$ cat src/rtl/alu_op_sequencer_pkg.sv
// Shared types and ALU select codes for the matrix ALU op sequencer.
// Helper functions give the operand count and legality of a command op.
package alu_op_sequencer_pkg;

    typedef enum logic [2:0] {
        OP_TRANSPOSE = 3'd0,
        OP_ADD       = 3'd1,
        OP_SUB       = 3'd2,
        OP_MUL       = 3'd3,
        OP_SCALE     = 3'd4,
        OP_DET       = 3'd5
    } op_e;

    typedef enum logic [2:0] {
        IDLE = 3'd0,
        LOAD = 3'd1,
        EXEC = 3'd2,
        WAIT = 3'd3,
        READ = 3'd4
    } state_e;

    typedef enum logic [1:0] {
        PH_IDLE = 2'd0,
        PH_LOAD = 2'd1,
        PH_EXEC = 2'd2,
        PH_READ = 2'd3
    } phase_e;

    localparam logic [5:0] E_BASE  = 6'd0;
    localparam logic [5:0] F_BASE  = 6'd9;
    localparam logic [5:0] G_BASE  = 6'd18;
    localparam logic [5:0] DET_OUT = 6'd27;
    localparam logic [5:0] OP_BASE = 6'd28;
    localparam logic [5:0] C_LOAD  = 6'd40;

    function automatic logic [4:0] op_count(input logic [2:0] op);
        case (op)
            OP_ADD, OP_SUB, OP_MUL: op_count = 5'd18;
            OP_SCALE:               op_count = 5'd10;
            default:                op_count = 5'd9;
        endcase
    endfunction

    function automatic logic op_legal(input logic [2:0] op);
        op_legal = (op <= 3'd5);
    endfunction

endpackage

$ cat src/rtl/alu_op_sequencer_sel_encoder.sv
// Maps (op, phase, idx) onto the matrix ALU select code.
// In LOAD, idx is the operand ordinal; in READ, it is the result element index.
module alu_sel_encoder
    import alu_op_sequencer_pkg::*;
#(
    parameter logic [5:0] IDLE_SEL = 6'd63
) (
    input  logic [2:0] op,
    input  phase_e     phase,
    input  logic [4:0] idx,
    output logic [5:0] sel
);

    always_comb begin
        sel = IDLE_SEL;
        case (phase)
            PH_LOAD: begin
                if (idx < 5'd9)
                    sel = E_BASE + {1'b0, idx};
                else if (op == OP_SCALE)
                    sel = C_LOAD;
                else
                    sel = F_BASE + ({1'b0, idx} - 6'd9);
            end
            PH_EXEC: sel = OP_BASE + {3'b000, op};
            PH_READ: sel = (op == OP_DET) ? DET_OUT : G_BASE + {1'b0, idx};
            default: sel = IDLE_SEL;
        endcase
    end

endmodule

$ cat src/rtl/alu_op_sequencer.sv
// Sequences operand loads, the execute strobe and result readout for a 3x3 matrix ALU.
// alu_sel/alu_ele_in are registered; res_data is a straight pass-through of alu_ele_out.
module alu_op_sequencer
    import alu_op_sequencer_pkg::*;
#(
    parameter logic [5:0] IDLE_SEL = 6'd63
) (
    input  logic        clk,
    input  logic        reset,
    input  logic        cmd_valid,
    output logic        cmd_ready,
    input  logic [2:0]  cmd_op,
    input  logic        in_valid,
    output logic        in_ready,
    input  logic [31:0] in_data,
    output logic        res_valid,
    input  logic        res_ready,
    output logic [31:0] res_data,
    output logic        res_last,
    output logic        busy,
    output logic        err,
    output logic [5:0]  alu_sel,
    output logic [31:0] alu_ele_in,
    input  logic [31:0] alu_ele_out
);

    state_e      state_q, state_d;
    logic [4:0]  cnt_q, cnt_d;
    logic [2:0]  op_q, op_d;
    logic [5:0]  sel_q, sel_d;
    logic [31:0] ele_q, ele_d;
    logic        err_q, err_d;

    logic [4:0]  need;
    phase_e      enc_phase;
    logic [4:0]  enc_idx;
    logic [5:0]  enc_sel;

    assign need = op_count(op_q);

    alu_sel_encoder #(.IDLE_SEL(IDLE_SEL)) u_enc (
        .op    (op_q),
        .phase (enc_phase),
        .idx   (enc_idx),
        .sel   (enc_sel)
    );

    // Encoder request: the select code the next cycle would drive from this state.
    always_comb begin
        enc_phase = PH_IDLE;
        enc_idx   = cnt_q;
        case (state_q)
            LOAD:    enc_phase = (cnt_q == need) ? PH_EXEC : PH_LOAD;
            WAIT:    begin enc_phase = PH_READ; enc_idx = 5'd0; end
            READ:    begin enc_phase = PH_READ; enc_idx = cnt_q + 5'd1; end
            default: enc_phase = PH_IDLE;
        endcase
    end

    always_comb begin
        state_d = state_q;
        cnt_d   = cnt_q;
        op_d    = op_q;
        sel_d   = IDLE_SEL;
        ele_d   = ele_q;
        err_d   = 1'b0;
        case (state_q)
            IDLE: begin
                if (cmd_valid) begin
                    if (op_legal(cmd_op)) begin
                        op_d    = cmd_op;
                        cnt_d   = 5'd0;
                        state_d = LOAD;
                    end else begin
                        err_d = 1'b1;
                    end
                end
            end
            LOAD: begin
                // cnt_q == need is the cycle the final operand is being written.
                if (cnt_q == need) begin
                    sel_d   = enc_sel;
                    state_d = EXEC;
                end else if (in_valid) begin
                    sel_d = enc_sel;
                    ele_d = in_data;
                    cnt_d = cnt_q + 5'd1;
                end
            end
            EXEC: state_d = WAIT;
            WAIT: begin
                sel_d   = enc_sel;
                cnt_d   = 5'd0;
                state_d = READ;
            end
            READ: begin
                sel_d = sel_q;
                if (res_ready) begin
                    if (res_last) begin
                        sel_d   = IDLE_SEL;
                        cnt_d   = 5'd0;
                        state_d = IDLE;
                    end else begin
                        sel_d = enc_sel;
                        cnt_d = cnt_q + 5'd1;
                    end
                end
            end
            default: state_d = IDLE;
        endcase
    end

    always_ff @(posedge clk) begin
        if (!reset) begin
            state_q <= IDLE;
            cnt_q   <= 5'd0;
            op_q    <= 3'd0;
            sel_q   <= IDLE_SEL;
            ele_q   <= 32'd0;
            err_q   <= 1'b0;
        end else begin
            state_q <= state_d;
            cnt_q   <= cnt_d;
            op_q    <= op_d;
            sel_q   <= sel_d;
            ele_q   <= ele_d;
            err_q   <= err_d;
        end
    end

    assign cmd_ready  = (state_q == IDLE);
    assign busy       = (state_q != IDLE);
    assign in_ready   = (state_q == LOAD) && (cnt_q != need);
    assign res_valid  = (state_q == READ);
    assign res_last   = (state_q == READ) && ((op_q == OP_DET) || (cnt_q == 5'd8));
    assign res_data   = alu_ele_out;
    assign alu_sel    = sel_q;
    assign alu_ele_in = ele_q;
    assign err        = err_q;

endmodule
$ cat config.mk
export PLATFORM = sky130hd
export DESIGN_NAME = alu_op_sequencer
export DESIGN_NICKNAME = d
export VERILOG_FILES = /design/src/rtl/alu_op_sequencer_pkg.sv /design/src/rtl/alu_op_sequencer_sel_encoder.sv /design/src/rtl/alu_op_sequencer.sv
export SDC_FILE = /design/constraint.sdc
export NUM_CORES = 1
export LEC_CHECK = 0
export ABC_AREA = 1
export BUFFER_PORTS_ARGS = -buffer_cell sky130_fd_sc_hd__buf_2
export CAP_MARGIN = 10
export CELL_PAD_IN_SITES_DETAIL_PLACEMENT = 0
export CELL_PAD_IN_SITES_GLOBAL_PLACEMENT = 1
export CORE_UTILIZATION = 25
export CTS_CLUSTER_DIAMETER = 30
export DETAILED_ROUTE_END_ITERATION = 7
export MAX_ROUTING_LAYER = met4
export PLACE_DENSITY_LB_ADDON = 0.1
export SYNTH_ARGS = -nofsm -noshare
export SYNTH_HDL_FRONTEND = slang
export SYNTH_HIERARCHICAL = 1
export SYNTH_SLANG_ARGS = --single-unit
$ cat constraint.sdc
create_clock -name clk -period 6.2 [get_ports clk]
set_clock_uncertainty 0.05 [all_clocks]
set_input_delay 0.31 -clock clk [delete_from_list [all_inputs] [get_ports clk]]
set_output_delay 0.31 -clock clk [all_outputs]
set_load 0.01 [all_outputs]
==> metrics <==
clock sink total 50; Placer Congestion roughly 0.85; largest net degree at the start of global routing 65; final wirelength just under 8000 um; crit path max fanout 7; # diodes 0; Peak VDD IR 170 uV; worst skew pair latency 0.30 ns; Reg clk slew, reported paths 0.07 ns; crit path launch type flop; Ports 148; Layout area overhead 14.2%; mapped cell area roughly 3000 um^2; CTS tree done; PortBufs 83; Die Width 112 um; max-cap viol count 0; post_cts resized 0; violations in the final reports DRC; CP peak stage delay around 0.47 ns; initial antenna violation count 0; Arr. time, crit path between 2 and 3 ns; post-synth top area share 0.334; Core Region 11,600 um^2; Ys Warns 6; Initial Utilization 0.259; via/cell ratio about 4.1; # hold bufs at CTS 0; number of DRC markers in iteration 0 between 150 and 200; layout cells sized above 1 0.212; cells along the critical path nor2_2 -> nand2_2 -> inv_2 -> nor2_2 -> inv_1 -> o21ai_0 -> inv_1 -> ha_1 -> nand2_1 -> nand2_1 -> nand2_1 -> nand2_1 -> nand2_1 -> nand2_1 -> nand2_1 -> nand3_1 -> nand2_1 -> nand2_1; RSZ-0062 raised after global routing no; Final #Nets about 610; post-synth cell types 23; CTS Buffer Depth 2; final setup vio count 0; Slew HR 0.537; Crit path top cell by count nand2_1; P_leak 1.97 nW; WL per Instance approximately 11 um; GRT overflow 0; final worst path period share 0.416; f_max 388 MHz; leading area contributor after synthesis dfxtp_1; most frequent cells in the layout nand2_1 (160), buf_2 (83), nor2_1 (82); first-pass GRT wire length 13,100 um; top cells by area, synth dfxtp_1 (33%), nand2_1 (20%), nor2_1 (10%); router iterations before antenna repair 7; met1 GRT Util 0.173; CP Class reg -> reg; DRC viols 12; critical path required time 6.34 ns; CTS Buf Count 5; worst slew pin tran 0.694 ns; sequential-to-total area share from yosys stat 0.334; most common library cell in the layout ignoring fill and taps nand2_1; Antenna Nets Post-Route 0; Vias 2,790; Hold Fails Final Rpt 0; Final HPWL DP 5730 um; number of global-route vias before repair between 2,000 and 3,000; setup bufs post-CTS 0; H-tree depth 2; clock root cell clkbuf_16; die area between 10,000 and 15,000 um^2; crit path max-delay cell type o21ai_0; Die Ht 112 um; M3 GR Usage 0.0278; Mapped Cells 490; max-slew violations 0; GRT Overall Usage 0.136; setup TNS 0 ns; grt met2 use 0.212; CP endpoint kind flop; gr busiest metal met2; Tot Pwr 1.61 mW; power per cell area 469 nW/um^2; status finished with violations; site row count 39; minimum clock period 2.58 ns; Syn Nets roughly 570; syn avg cell area 6.12 um^2; Hold Crit Class in -> reg; Yosys reg bits 50
[flip-flops by register name, indices dropped and copies added (netlist names)]
register    flops
alu_ele_in     32
alu_sel         6
cnt_q           5
err             1
op_q            3
state_q         3
[worst max-delay path, delay by kind of cell, from the launching register on]
kind	cells	cell delay (ns)
flops	1	0.40
fa+ha+maj	1	0.22
buf+inv	3	0.33
simple gates	13	1.00
compound gates	1	0.47
[power by group]
part	internal, mW	leakage [nW]	switching [mW]
logic	0.294	1.49	0.568
clock network	0.148	0.0619	0.129
registers	0.411	0.409	0.0571
[path summary, 6_finish.rpt]
kind	cells after the start	end	slack (ns)	startpoint
worst min register to register	2	op_q[1]$_SDFFE_PN0P_	0.45	op_q[1]$_SDFFE_PN0P_
worst max-delay path	18	alu_sel[0]$_SDFFE_PN1N_	3.62	state_q[1]$_SDFFE_PN0P_
worst min-delay path	3	alu_ele_in[10]$_SDFFE_PN0P_	0.18	in_data[10]
worst max register to register	18	alu_sel[0]$_SDFFE_PN1N_	3.62	state_q[1]$_SDFFE_PN0P_
[layout make-up]
class | instances | area (um^2)
Fill cell | 1343 | 8140
Multi-Input combinational cell | 318 | 1390
Sequential cell | 50 | 1000
Timing Repair Buffer | 84 | 423
Inverter | 79 | 298
Tap cell | 143 | 179
Clock buffer | 5 | 125
Clock inverter | 2 | 15.0
[per-layer routing]
| layer | share of wire | up-vias |
|---|---|---|
| li1 | - | 1519 |
| met1 | 0.51 | 1178 |
| met2 | 0.42 | 76 |
| met3 | 0.060 | 17 |
| met4 | 0.017 | 0 |
| met5 | 0 | - |
[cells by family (layout without fill, tap and decap cells)]
| family | count (synthesis) | count (layout) | synth area share |
|---|---|---|---|
| XOR/XNOR | 3 | 3 | 0.00876 |
| AND/OR/NAND/NOR | 286 | 286 | 0.392 |
| adder cells (fa/ha/maj) | 4 | 4 | 0.0167 |
| buffers and inverters | 122 | 170 | 0.204 |
| flip-flops | 50 | 50 | 0.334 |
| AO/OA/AOI/OAI | 25 | 25 | 0.0450 |
[metrics by stage]
stage | cells | cell area (um^2) | hold slack, ns | setup slack, ns | utilization
floorplan | 490 | 3000 | 0.395 | 3.96 | -
detailed placement | 674 | 3290 | 0.434 | 3.61 | 0.284
CTS | 681 | 3430 | 0.166 | 3.61 | 0.296
global route | 681 | 3430 | 0.181 | 3.23 | 0.296
global placement | 674 | 3290 | 0.438 | 3.75 | 0.284
finish | 681 | 3430 | 0.178 | 3.62 | 0.296
[cells in the mapped netlist]
| library cell | n |
|---|---|
| a21oi_1 | 12 |
| a21oi_2 | 2 |
| buf_4 | 35 |
| buf_6 | 3 |
| clkbuf_1 | 5 |
| clkinv_2 | 1 |
| dfxtp_1 | 50 |
| ha_1 | 4 |
| inv_1 | 70 |
| inv_2 | 8 |
| nand2_1 | 160 |
| nand2_2 | 4 |
| nand3_1 | 29 |
| nand3_2 | 1 |
| nand3_4 | 1 |
| nand4_1 | 1 |
| nor2_1 | 82 |
| nor2_2 | 3 |
| nor2_4 | 3 |
| nor3_1 | 2 |
| o21ai_0 | 10 |
| o31ai_1 | 1 |
| xor2_1 | 3 |
(Power assumes the default switching activity.)
